<file path="src/rtl/fifo_ctrl_pkg.sv">
// Shared types and helpers for the FIFO write arbiter: FSM state encoding and
// the log2 helper that sizes requester index fields.
`timescale 1ns/1ps
package fifo_ctrl_pkg;

    typedef enum logic [1:0] {
        IDLE   = 2'd0,
        STROBE = 2'd1,
        GAP    = 2'd2,
        SETTLE = 2'd3
    } state_e;

    // Ceiling log2, never below 1 so a 2-requester index still has one bit.
    function automatic int unsigned clog2(input int unsigned n);
        int unsigned r;
        r = 1;
        for (int i = 1; i < 32; i++) begin
            if ((32'd1 << i) < n) r = 32'(i + 1);
        end
        return r;
    endfunction

endpackage

</file>
<file path="src/rtl/rr_arbiter.sv">
// Combinational round-robin picker: searches from ptr+1 (mod NUM_REQ) and
// returns the first asserted request.
`timescale 1ns/1ps
module rr_arbiter
    import fifo_ctrl_pkg::*;
#(
    parameter int unsigned NUM_REQ = 4
) (
    input  logic [NUM_REQ-1:0]        req_i,
    input  logic [clog2(NUM_REQ)-1:0] ptr_i,
    output logic [clog2(NUM_REQ)-1:0] winner_o,
    output logic                      valid_o
);

    localparam int unsigned IDX_W = clog2(NUM_REQ);

    // ptr_i is always a legal index, so one conditional subtract wraps it.
    function automatic logic [IDX_W-1:0] wrap(input logic [IDX_W-1:0] p, input int unsigned k);
        int unsigned s;
        s = 32'(p) + k;
        if (s >= NUM_REQ) s = s - NUM_REQ;
        return IDX_W'(s);
    endfunction

    logic [IDX_W-1:0] cand;
    logic             found;

    always_comb begin
        winner_o = '0;
        found    = 1'b0;
        cand     = '0;
        for (int unsigned k = 1; k <= NUM_REQ; k++) begin
            cand = wrap(ptr_i, k);
            if (!found && req_i[cand]) begin
                found    = 1'b1;
                winner_o = cand;
            end
        end
        valid_o = found;
    end

endmodule

</file>
<file path="src/rtl/fifo_wr_arbiter.sv">
// Serialises NUM_REQ producer words onto one FIFO write port with a
// one-cycle strobe, a mandatory low gap, and a per-requester ack pulse.
`timescale 1ns/1ps
module fifo_wr_arbiter
    import fifo_ctrl_pkg::*;
#(
    parameter int unsigned NUM_REQ = 4,
    parameter int unsigned DATA_W  = 16
) (
    input  logic                        clk,
    input  logic                        rst,
    input  logic [NUM_REQ-1:0]          req,
    input  logic [NUM_REQ*DATA_W-1:0]   req_data,
    output logic [NUM_REQ-1:0]          ack,
    output logic [clog2(NUM_REQ)-1:0]   grant_id,
    output logic                        busy,
    input  logic                        fifo_full,
    output logic [DATA_W-1:0]           fifo_din,
    output logic                        fifo_wr_en_in
);

    localparam int unsigned IDX_W = clog2(NUM_REQ);

    state_e             state_q;
    logic [IDX_W-1:0]   ptr_q;
    logic [IDX_W-1:0]   grant_q;
    logic [NUM_REQ-1:0] ack_q;
    logic [DATA_W-1:0]  din_q;
    logic               wr_q;
    logic               busy_q;

    logic [IDX_W-1:0]   win_idx;
    logic               win_vld;

    rr_arbiter #(
        .NUM_REQ (NUM_REQ)
    ) u_rr (
        .req_i    (req),
        .ptr_i    (ptr_q),
        .winner_o (win_idx),
        .valid_o  (win_vld)
    );

    // Transaction sequencer; fifo_full only gates the grant, never an in-flight word.
    always_ff @(posedge clk or posedge rst) begin
        if (rst) begin
            state_q <= IDLE;
            ptr_q   <= IDX_W'(NUM_REQ - 1);
            grant_q <= '0;
            ack_q   <= '0;
            din_q   <= '0;
            wr_q    <= 1'b0;
            busy_q  <= 1'b0;
        end else begin
            wr_q  <= 1'b0;
            ack_q <= '0;
            case (state_q)
                IDLE: begin
                    if (win_vld && !fifo_full) begin
                        state_q <= STROBE;
                        ptr_q   <= win_idx;
                        grant_q <= win_idx;
                        din_q   <= req_data[32'(win_idx) * DATA_W +: DATA_W];
                        wr_q    <= 1'b1;
                        busy_q  <= 1'b1;
                    end
                end
                STROBE: state_q <= GAP;
                GAP: begin
                    state_q <= SETTLE;
                    ack_q   <= NUM_REQ'(1) << grant_q;
                end
                SETTLE: begin
                    state_q <= IDLE;
                    busy_q  <= 1'b0;
                end
                default: begin
                    state_q <= IDLE;
                    busy_q  <= 1'b0;
                end
            endcase
        end
    end

    assign ack           = ack_q;
    assign grant_id      = grant_q;
    assign busy          = busy_q;
    assign fifo_din      = din_q;
    assign fifo_wr_en_in = wr_q;

endmodule
</file>
<file path="config.mk">
export PLATFORM = sky130hd
export DESIGN_NAME = fifo_wr_arbiter
export DESIGN_NICKNAME = d
export VERILOG_FILES = /design/src/rtl/fifo_ctrl_pkg.sv /design/src/rtl/rr_arbiter.sv /design/src/rtl/fifo_wr_arbiter.sv
export SDC_FILE = /design/constraint.sdc
export NUM_CORES = 1
export LEC_CHECK = 0
export CAP_MARGIN = 20
export CORE_MARGIN = 2
export CORE_UTILIZATION = 27
export CTS_CLUSTER_DIAMETER = 60
export DETAILED_ROUTE_END_ITERATION = 10
export GPL_ROUTABILITY_DRIVEN = 0
export GPL_TIMING_DRIVEN = 0
export PLACE_DENSITY = 0.59
export SYNTH_ARGS = -nofsm -noshare
export SYNTH_HDL_FRONTEND = slang
export SYNTH_SLANG_ARGS = --single-unit
</file>
<file path="constraint.sdc">
create_clock -name clk -period 3.2 [get_ports clk]
set_input_delay 0.64 -clock clk [delete_from_list [all_inputs] [get_ports clk]]
set_output_delay 0.64 -clock clk [all_outputs]
set_load 0.05 [all_outputs]
</file>
==> results of run 1 <==
[area by class of cell]
| type | instances | area [sq um] |
|---|---|---|
| multi-input combinational | 126 | 906 |
| fill | 588 | 3170 |
| sequential | 28 | 703 |
| timing repair buffer | 95 | 968 |
| clock inverter | 1 | 30.0 |
| clock buffer | 3 | 41.3 |
| buffer | 9 | 52.6 |
| tap | 75 | 93.8 |
| inverter | 6 | 22.5 |
[synthesized netlist by cell type, types with 2 or more instances]
library cell | n | share of area, %
sky130_fd_sc_hd__nor3b_1 | 2 | 0.89
sky130_fd_sc_hd__a21oi_1 | 2 | 0.59
sky130_fd_sc_hd__nor2_1 | 9 | 2.0
sky130_fd_sc_hd__and3_1 | 2 | 0.74
sky130_fd_sc_hd__o211ai_1 | 6 | 2.7
sky130_fd_sc_hd__mux2_2 | 16 | 11
sky130_fd_sc_hd__o21ai_1 | 10 | 3.0
sky130_fd_sc_hd__nand3_1 | 12 | 3.6
sky130_fd_sc_hd__inv_1 | 5 | 1.1
sky130_fd_sc_hd__clkbuf_1 | 4 | 0.89
sky130_fd_sc_hd__buf_6 | 2 | 1.3
sky130_fd_sc_hd__nand2b_1 | 3 | 1.1
sky130_fd_sc_hd__dfstp_2 | 2 | 3.1
sky130_fd_sc_hd__o21ai_0 | 4 | 1.2
sky130_fd_sc_hd__nand2_1 | 25 | 5.6
sky130_fd_sc_hd__ha_1 | 4 | 3.0
sky130_fd_sc_hd__buf_2 | 3 | 0.89
sky130_fd_sc_hd__dfrtp_1 | 26 | 39
sky130_fd_sc_hd__mux2i_1 | 26 | 15
[layout by cell type, fill, tap and decap left out]
| cell type | synthesis | final |
|---|---|---|
| sky130_fd_sc_hd__clkinv_1 | 1 | 1 |
| sky130_fd_sc_hd__nor2_1 | 9 | 9 |
| sky130_fd_sc_hd__inv_1 | 5 | 5 |
| sky130_fd_sc_hd__mux2_2 | 16 | 16 |
| sky130_fd_sc_hd__a21oi_1 | 2 | 2 |
| sky130_fd_sc_hd__o32ai_1 | 1 | 1 |
| sky130_fd_sc_hd__nand2b_1 | 3 | 3 |
| sky130_fd_sc_hd__nor3b_1 | 2 | 2 |
| sky130_fd_sc_hd__bufinv_16 | 0 | 1 |
| sky130_fd_sc_hd__buf_6 | 2 | 2 |
| sky130_fd_sc_hd__ha_1 | 4 | 4 |
| sky130_fd_sc_hd__and3_1 | 2 | 2 |
| sky130_fd_sc_hd__mux2i_1 | 26 | 26 |
| sky130_fd_sc_hd__dfrtp_1 | 26 | 26 |
| sky130_fd_sc_hd__o211ai_1 | 6 | 6 |
| sky130_fd_sc_hd__a311oi_4 | 1 | 1 |
| sky130_fd_sc_hd__or2_1 | 1 | 1 |
| sky130_fd_sc_hd__nand2_1 | 25 | 25 |
| sky130_fd_sc_hd__buf_16 | 0 | 1 |
| sky130_fd_sc_hd__o21ai_1 | 10 | 10 |
| sky130_fd_sc_hd__o21ai_0 | 4 | 4 |
| sky130_fd_sc_hd__nand3_1 | 12 | 12 |
| sky130_fd_sc_hd__a221oi_1 | 1 | 1 |
| sky130_fd_sc_hd__clkbuf_8 | 0 | 3 |
| sky130_fd_sc_hd__clkbuf_1 | 4 | 4 |
| sky130_fd_sc_hd__buf_2 | 3 | 3 |
| sky130_fd_sc_hd__dfstp_2 | 2 | 2 |
| sky130_fd_sc_hd__nor4_1 | 1 | 1 |
| sky130_fd_sc_hd__clkdlybuf4s50_1 | 0 | 94 |
[metal layers]
| metal | wire length [um] | GRT usage (%) |
|---|---|---|
| met1 | 2240 | 19.0 |
| met2 | 2230 | 23.5 |
| met3 | 338 | 3.68 |
| met4 | 19 | 2.38 |
| met5 | 0 | 0 |
[logic make-up after synthesis]
group | synth area share, %
flip-flops | 41.8
AO/OA/AOI/OAI | 10.0
AND/OR/NAND/NOR | 14.6
multiplexers | 26.2
buffers and inverters | 4.46
adder cells (fa/ha/maj) | 2.97
[worst min-delay path by stage]
stage / from / end / slack, ns / cells past startpoint
2_1_floorplan: ptr_q[0] / ptr_q[0] / 0.47 / 2
4_1_cts: fifo_din[5] / fifo_din[5] / 0.50 / 2
5_1_grt: fifo_din[14] / fifo_din[14] / 0.53 / 2
3_3_place_gp: fifo_din[6] / fifo_din[6] / 0.47 / 2
6_report: fifo_din[10] / fifo_din[10] / 0.49 / 2
3_5_place_dp: fifo_din[10] / fifo_din[10] / 0.48 / 2
[metrics by stage]
stage / util, % / worst slack [ns] / instances
6_report: 47.0 / 0.538 / 343
5_1_grt: 47.0 / 0.331 / 343
4_1_cts: 47.0 / 0.570 / 343
3_5_place_dp: 45.8 / 0.267 / 339
3_3_place_gp: 45.4 / 0.274 / 338
2_1_floorplan: - / 1.09 / 169
[power by group]
| group | total [mW] | internal [mW] | switching (mW) |
|---|---|---|---|
| combinational | 1.53 | 0.614 | 0.917 |
| clock | 0.283 | 0.167 | 0.115 |
| sequential | 0.614 | 0.518 | 0.0966 |
| total | 2.43 | 1.30 | 1.13 |
[tightest hold or removal path, cell delays in order, from the launching register on]
cell and delay, ns:
sky130_fd_sc_hd__dfrtp_1 0.35, sky130_fd_sc_hd__nand2_1 0.05, sky130_fd_sc_hd__o21ai_1 0.06
[flip-flops by register name, summed over array words and instances, names as in the netlist]
name	cells
fifo_din	16
busy	1
fifo_wr_en_in	1
ptr_q	2
state_q	2
ack	4
grant_id	2
==> key figures, run 1 <==
Layout
  – Antenna Cells: 0
  – Final net count: 344
  – Ratio of cells with drive above 1 in the final layout: 10.8%
  – Synthesis-to-layout area growth: 67.3%
  – Cell area after layout: 0.00282 sq mm

Logic synthesis
  – Avg Inst Size Synth: 9.97 sq um
  – Yosys Warn Count: 0
  – Post-synthesis cell area: 0.00168 sq mm
  – Proportion of synthesized flip-flops having asynchronous set or reset: 100%
  – Top FF cell, synth: sky130_fd_sc_hd__dfrtp_1
  – Number of synthesized register bits: 28
  – Sequential fraction of the synthesis area: 41.8%
  – Synthesized net count: 244
  – Post-synth cell types: 25
  – Post-Syn Instances: 169
  – Number of enable flip-flop cells after synthesis: 0

Setup path
  – Number of cells on the worst reg-to-reg path: 6
  – Worst Setup Path Type: in -> reg
  – Category of the worst setup path capture point: register
  – Reg-to-Reg End: fifo_din[0]
  – Launching element of the worst setup path: req[3]
  – Crit path launch type: input pin
  – Reg-to-reg critical path startpoint: ptr_q[1]
  – Critical Path AT: 2.81 ns
  – Largest fanout on the critical path: 10
  – Cell Chain, Critical Path: clkdlybuf4s50_1 -> nor4_1 -> nor2_1 -> nand2_1 -> clkinv_1 -> clkbuf_1 -> nand2b_1 -> o211ai_1
  – Maximum single-stage delay on the critical path: 0.49 ns
  – Critical path buffers and inverters: 3
  – Logic depth of the worst setup path including buffers: 8
  – Critical Path Sink: fifo_din[4]
  – Register-to-register setup slack: 1.10 ns
  – Kind of cell adding the most delay to the critical path: buffers and inverters
  – Slowest cell on the critical path: sky130_fd_sc_hd__clkdlybuf4s50_1
  – Required @ worst endpoint: 3.35 ns

Clocking
  – Clk Tree Root Cell: sky130_fd_sc_hd__clkbuf_8
  – Post-CTS setup buffer count: 0
  – Number of levels the H-tree was split into: 1
  – Cts repair resizes: 0
  – Clock input transition at the sequential cells of the worst setup and hold paths: 0.10 ns
  – Clock network latency to the later pin of the worst-skew pair: 0.27 ns
  – CTS tree: done
  – Number of hold buffers added after cts: 0
  – Number of buffers inserted during clock tree synthesis: 3
  – Total number of clock tree sinks: 28
  – Number of buffers on the longest clock path: 2

Placed design
  – Post-detailed-placement cell area: 0.00275 sq mm
  – Number of buffers added on ports: 94
  – DP HPWL: 3790 um

Power and ir drop
  – Sum of internal, switching and leakage power: 2.43 mW
  – Max rail drop VDD: 0.371 mV
  – Leak Pwr: 1.21 nW
  – Power per cell area: 862 mW/mm^2

Detailed routing
  – DRC violation total after the first TritonRoute iteration: 53
  – Number of optimization iterations in the first detailed-route pass: 4
  – Routed wire per std cell: 14.1 um
  – Vias after detailed routing: 1,598
  – Sum of routed wire length over all layers: 4830 um
  – Number of nets with antenna violations after detailed routing: 0
  – DR vias/cell: 4.66
  – Final routed DRC violation total: 0

STA
  – Shortest period the worst path allows: 2.66 ns
  – Worst slack on hold paths: 0.493 ns
  – Top achievable clock speed: 376 MHz
  – Final count of hold timing violations: 0
  – Setup Total Neg Slack: 0 ns
  – Layout Skew: 0.00587 ns
  – Unrepaired setup endpoints after global routing: false
  – Final Cycle Share: 83.2%
  – Number of pins exceeding their max-slew limit in the final report: 0
  – Measured slew at the worst slew-check pin: 0.694 ns
  – Max-slew headroom at the worst pin: 53.6%
  – Final setup violating endpoints: 0

Global routing
  – Number of global-route vias before repair: 1,655
  – Number of antenna violations at the first check in global routing: 0
  – Pin count of the biggest net entering global routing: 17
  – GR Overflow Total: 0
  – Wire length of the first global-routing pass: 8110 um
  – GR Util All Layers: 14.2%

Floorplan
  – I/O Pins: 95
  – Floorplan row count: 28
  – Core area: 0.00599 sq mm
  – Width of the die: 83.0 um
  – Initial core utilization: 28.1%
  – Die boundary height: 83.0 um
  – Full die area: 0.00688 sq mm

Worst hold path
  – Min-delay worst type: reg -> reg

Status
  – Result of the run: finished, final reports clean

Job
  – Reported max-cap violation count: 0
(Power assumes the default switching activity.)
==> run 2: changes to the inputs <==
--- a/config.mk
+++ b/config.mk
@@ -12,7 +12,7 @@
 export DETAILED_ROUTE_END_ITERATION = 10
 export GPL_ROUTABILITY_DRIVEN = 0
 export GPL_TIMING_DRIVEN = 0
-export PLACE_DENSITY = 0.59
+export PLACE_DENSITY = 0.61
 export SYNTH_ARGS = -nofsm -noshare
 export SYNTH_HDL_FRONTEND = slang
 export SYNTH_SLANG_ARGS = --single-unit
==> constraint.sdc (replaced) <==
create_clock -name clk -period 2.25 [get_ports clk]
set_input_delay 0.45 -clock clk [delete_from_list [all_inputs] [get_ports clk]]
set_output_delay 0.45 -clock clk [all_outputs]
set_load 0.05 [all_outputs]
==> key figures, run 2 (synthesized netlist as in run 1, its figures left out) <==
Status
  – Result of the run: finished, final reports clean (unchanged)

Layout
  – Multi-input gate area in the final layout: 958 sq um (was 906 sq um)
  – Number of standard cells in the layout, taps in and fillers out: 345 (was 343)
  – Antenna Cells: 0 (unchanged)
  – Seq. cell area: 703 sq um (unchanged)
  – Most frequent standard cell in the layout excluding fill and tap cells: sky130_fd_sc_hd__clkdlybuf4s50_1 (unchanged)
  – Final cell utilization of the core: 48.6% (was 47.0%)
  – Commonest non-fill, non-tap cells in the layout: sky130_fd_sc_hd__clkdlybuf4s50_1, sky130_fd_sc_hd__mux2i_1, sky130_fd_sc_hd__dfrtp_1 (unchanged)
  – Synthesis-to-layout area growth: 72.9% (was 67.3%)
  – Final net count: 346 (was 344)
  – Cell area after layout: 0.00291 sq mm (was 0.00282 sq mm)
  – Largest register FFs: 16 (unchanged)
  – Fill cell instance count of the final layout: 588 (unchanged)
  – Ratio of cells with drive above 1 in the final layout: 14.1% (was 10.8%)

Setup path
  – Critical path buffers and inverters: 1 (was 3)
  – Worst Setup Path Type: reg -> out (was in -> reg)
  – Maximum single-stage delay on the critical path: 0.84 ns (was 0.49 ns)
  – Cell Chain, Critical Path: clkdlybuf4s50_1 (was clkdlybuf4s50_1 -> nor4_1 -> nor2_1 -> nand2_1 -> clkinv_1 -> clkbuf_1 -> nand2b_1 -> o211ai_1)
  – Required @ worst endpoint: 1.80 ns (was 3.35 ns)
  – Category of the worst setup path capture point: output pin (was register)
  – Slowest cell on the critical path: sky130_fd_sc_hd__clkdlybuf4s50_1 (unchanged)
  – Crit path launch type: register (was input pin)
  – Critical Path AT: 1.56 ns (was 2.81 ns)
  – Largest fanout on the critical path: 6 (was 10)
  – Kind of cell adding the most delay to the critical path: buffers and inverters (unchanged)

Detailed routing
  – Vias after detailed routing: 1,617 (was 1,598)
  – Sum of routed wire length over all layers: 4800 um (was 4830 um)
  – Number of nets with antenna violations after detailed routing: 0 (unchanged)
  – Routed wire per std cell: 13.9 um (was 14.1 um)
  – DRC violation total after the first TritonRoute iteration: 49 (was 53)
  – Final routed DRC violation total: 0 (unchanged)
  – Number of optimization iterations in the first detailed-route pass: 4 (unchanged)
  – DR vias/cell: 4.69 (was 4.66)

Clocking
  – Total number of clock tree sinks: 28 (unchanged)
  – Clock network latency to the later pin of the worst-skew pair: 0.28 ns (was 0.27 ns)
  – Clk Tree Root Cell: sky130_fd_sc_hd__clkbuf_8 (unchanged)
  – Number of levels the H-tree was split into: 1 (unchanged)
  – Clock input transition at the sequential cells of the worst setup and hold paths: 0.10 ns (about the same)
  – Number of buffers on the longest clock path: 2 (unchanged)
  – CTS tree: done (unchanged)
  – Number of buffers inserted during clock tree synthesis: 3 (unchanged)

Placed design
  – Cell count after placement: 339 (unchanged)
  – Dpl ws: -0.494 ns (was 0.267 ns)
  – Number of buffers added on ports: 94 (unchanged)
  – Post-detailed-placement cell area: 0.00275 sq mm (unchanged)
  – DP HPWL: 3750 um (was 3790 um)

Floorplan
  – Floorplan row count: 28 (unchanged)
  – Initial core utilization: 28.1% (unchanged)
  – Core area: 0.00599 sq mm (unchanged)
  – Die boundary height: 83.0 um (unchanged)
  – Width of the die: 83.0 um (unchanged)
  – I/O Pins: 95 (unchanged)
  – Full die area: 0.00688 sq mm (unchanged)

Global routing
  – Wire length of the first global-routing pass: 8020 um (was 8110 um)
  – GR Overflow Total: 0 (unchanged)
  – Pin count of the biggest net entering global routing: 18 (was 17)
  – GR Util All Layers: 14.2% (about the same)
  – Number of global-route vias before repair: 1,679 (was 1,655)
  – Number of antenna violations at the first check in global routing: 0 (unchanged)

Power and ir drop
  – Fraction of power consumed by combinational cells: 65.8% (was 63.1%)
  – Switching share of power: 46.8% (was 46.5%)
  – Power per cell area: 1190 mW/mm^2 (was 862 mW/mm^2)
  – Design internal power: 1.85 mW (was 1.30 mW)
  – Sum of internal, switching and leakage power: 3.48 mW (was 2.43 mW)
  – Max rail drop VDD: 0.455 mV (was 0.371 mV)
  – NetSw: 1.63 mW (was 1.13 mW)
  – Clock share of power: 8.9% (was 11.6%)
  – Seq pwr share: 25.2% (was 25.3%)
  – Leak Pwr: 1.27 nW (was 1.21 nW)

STA
  – Setup slack after layout: 0.244 ns (was 0.538 ns)
  – Shortest period the worst path allows: 2.01 ns
  – Final Cycle Share: 89.2%
  – Number of pins exceeding their max-slew limit in the final report: 0 (unchanged)
  – Layout Skew: 0.00834 ns (was 0.00587 ns)
  – Unrepaired setup endpoints after global routing: false (unchanged)
  – Setup Total Neg Slack: 0 ns (unchanged)
  – Measured slew at the worst slew-check pin: 0.552 ns (was 0.694 ns)
  – Top achievable clock speed: 498 MHz
  – Worst slack on hold paths: 0.491 ns (was 0.493 ns)
  – Final setup violating endpoints: 0 (unchanged)
  – Final count of hold timing violations: 0 (unchanged)
  – Max-slew headroom at the worst pin: 63.1% (was 53.6%)

Job
  – Reported max-cap violation count: 0 (unchanged)

Worst hold path
  – Min-delay worst type: reg -> reg (unchanged)
[run 2: cell types whose count changed in the layout (fill, tap and decap cells not counted), sizes merged]
cell / change
clkdlybuf4s50: -4
dlymetal6s2s: +4
buf: +2
bufinv: -1
clkbuf: +1
clkinv: -1
clkinvlp: +1
[run 2: area by class of cell]
class	instances	area share, %
clock buffer	4	1.89
timing repair buffer	97	34.6
inverter	6	0.902
multi-input combinational	126	32.9
tap	75	3.22
buffer	9	2.36
sequential	28	24.2
[run 2: power groups by stage]
stage	logic (mW)	registers, mW	clock network [mW]
after floorplan	0.854	1.50	0
after global placement	2.19	0.879	0
after detailed placement	2.20	0.885	0
after CTS	2.27	0.877	0.325
after global routing	2.46	0.912	0.346
final	2.29	0.877	0.310
[run 2: path summary, 6_finish.rpt]
path	slack (ns)	cells past startpoint	startpoint	end
setup / recovery	0.24	1	grant_id[1]	grant_id[1]
hold / removal	0.49	2	fifo_din[12]	fifo_din[12]
setup reg to reg	0.34	7	ptr_q[1]	fifo_din[2]
hold reg to reg	0.49	2	fifo_din[12]	fifo_din[12]
max in group asynchronous	1.18	3	rst	ptr_q[1]
min in group asynchronous	0.51	2	rst	fifo_din[7]
[run 2: timing repair]
| item | 4_1_cts | 5_1_grt |
|---|---|---|
| endpoints found under the setup margin | 16 | 15 |
| pin swaps | 1 | 0 |
| hold buffers | 0 | 0 |
| buffers inserted | 1 | 1 |
| gates resized for setup | 5 | 15 |
[run 2: routing by layer]
metal | vias to the layer above | part of all wire, % | global-route usage, %
li1 | 799 | - | -
met1 | 751 | 47 | 18.6
met2 | 60 | 45 | 22.1
met3 | 7 | 7.2 | 4.27
met4 | 0 | 1.5 | 5.07
met5 | - | 0 | 0
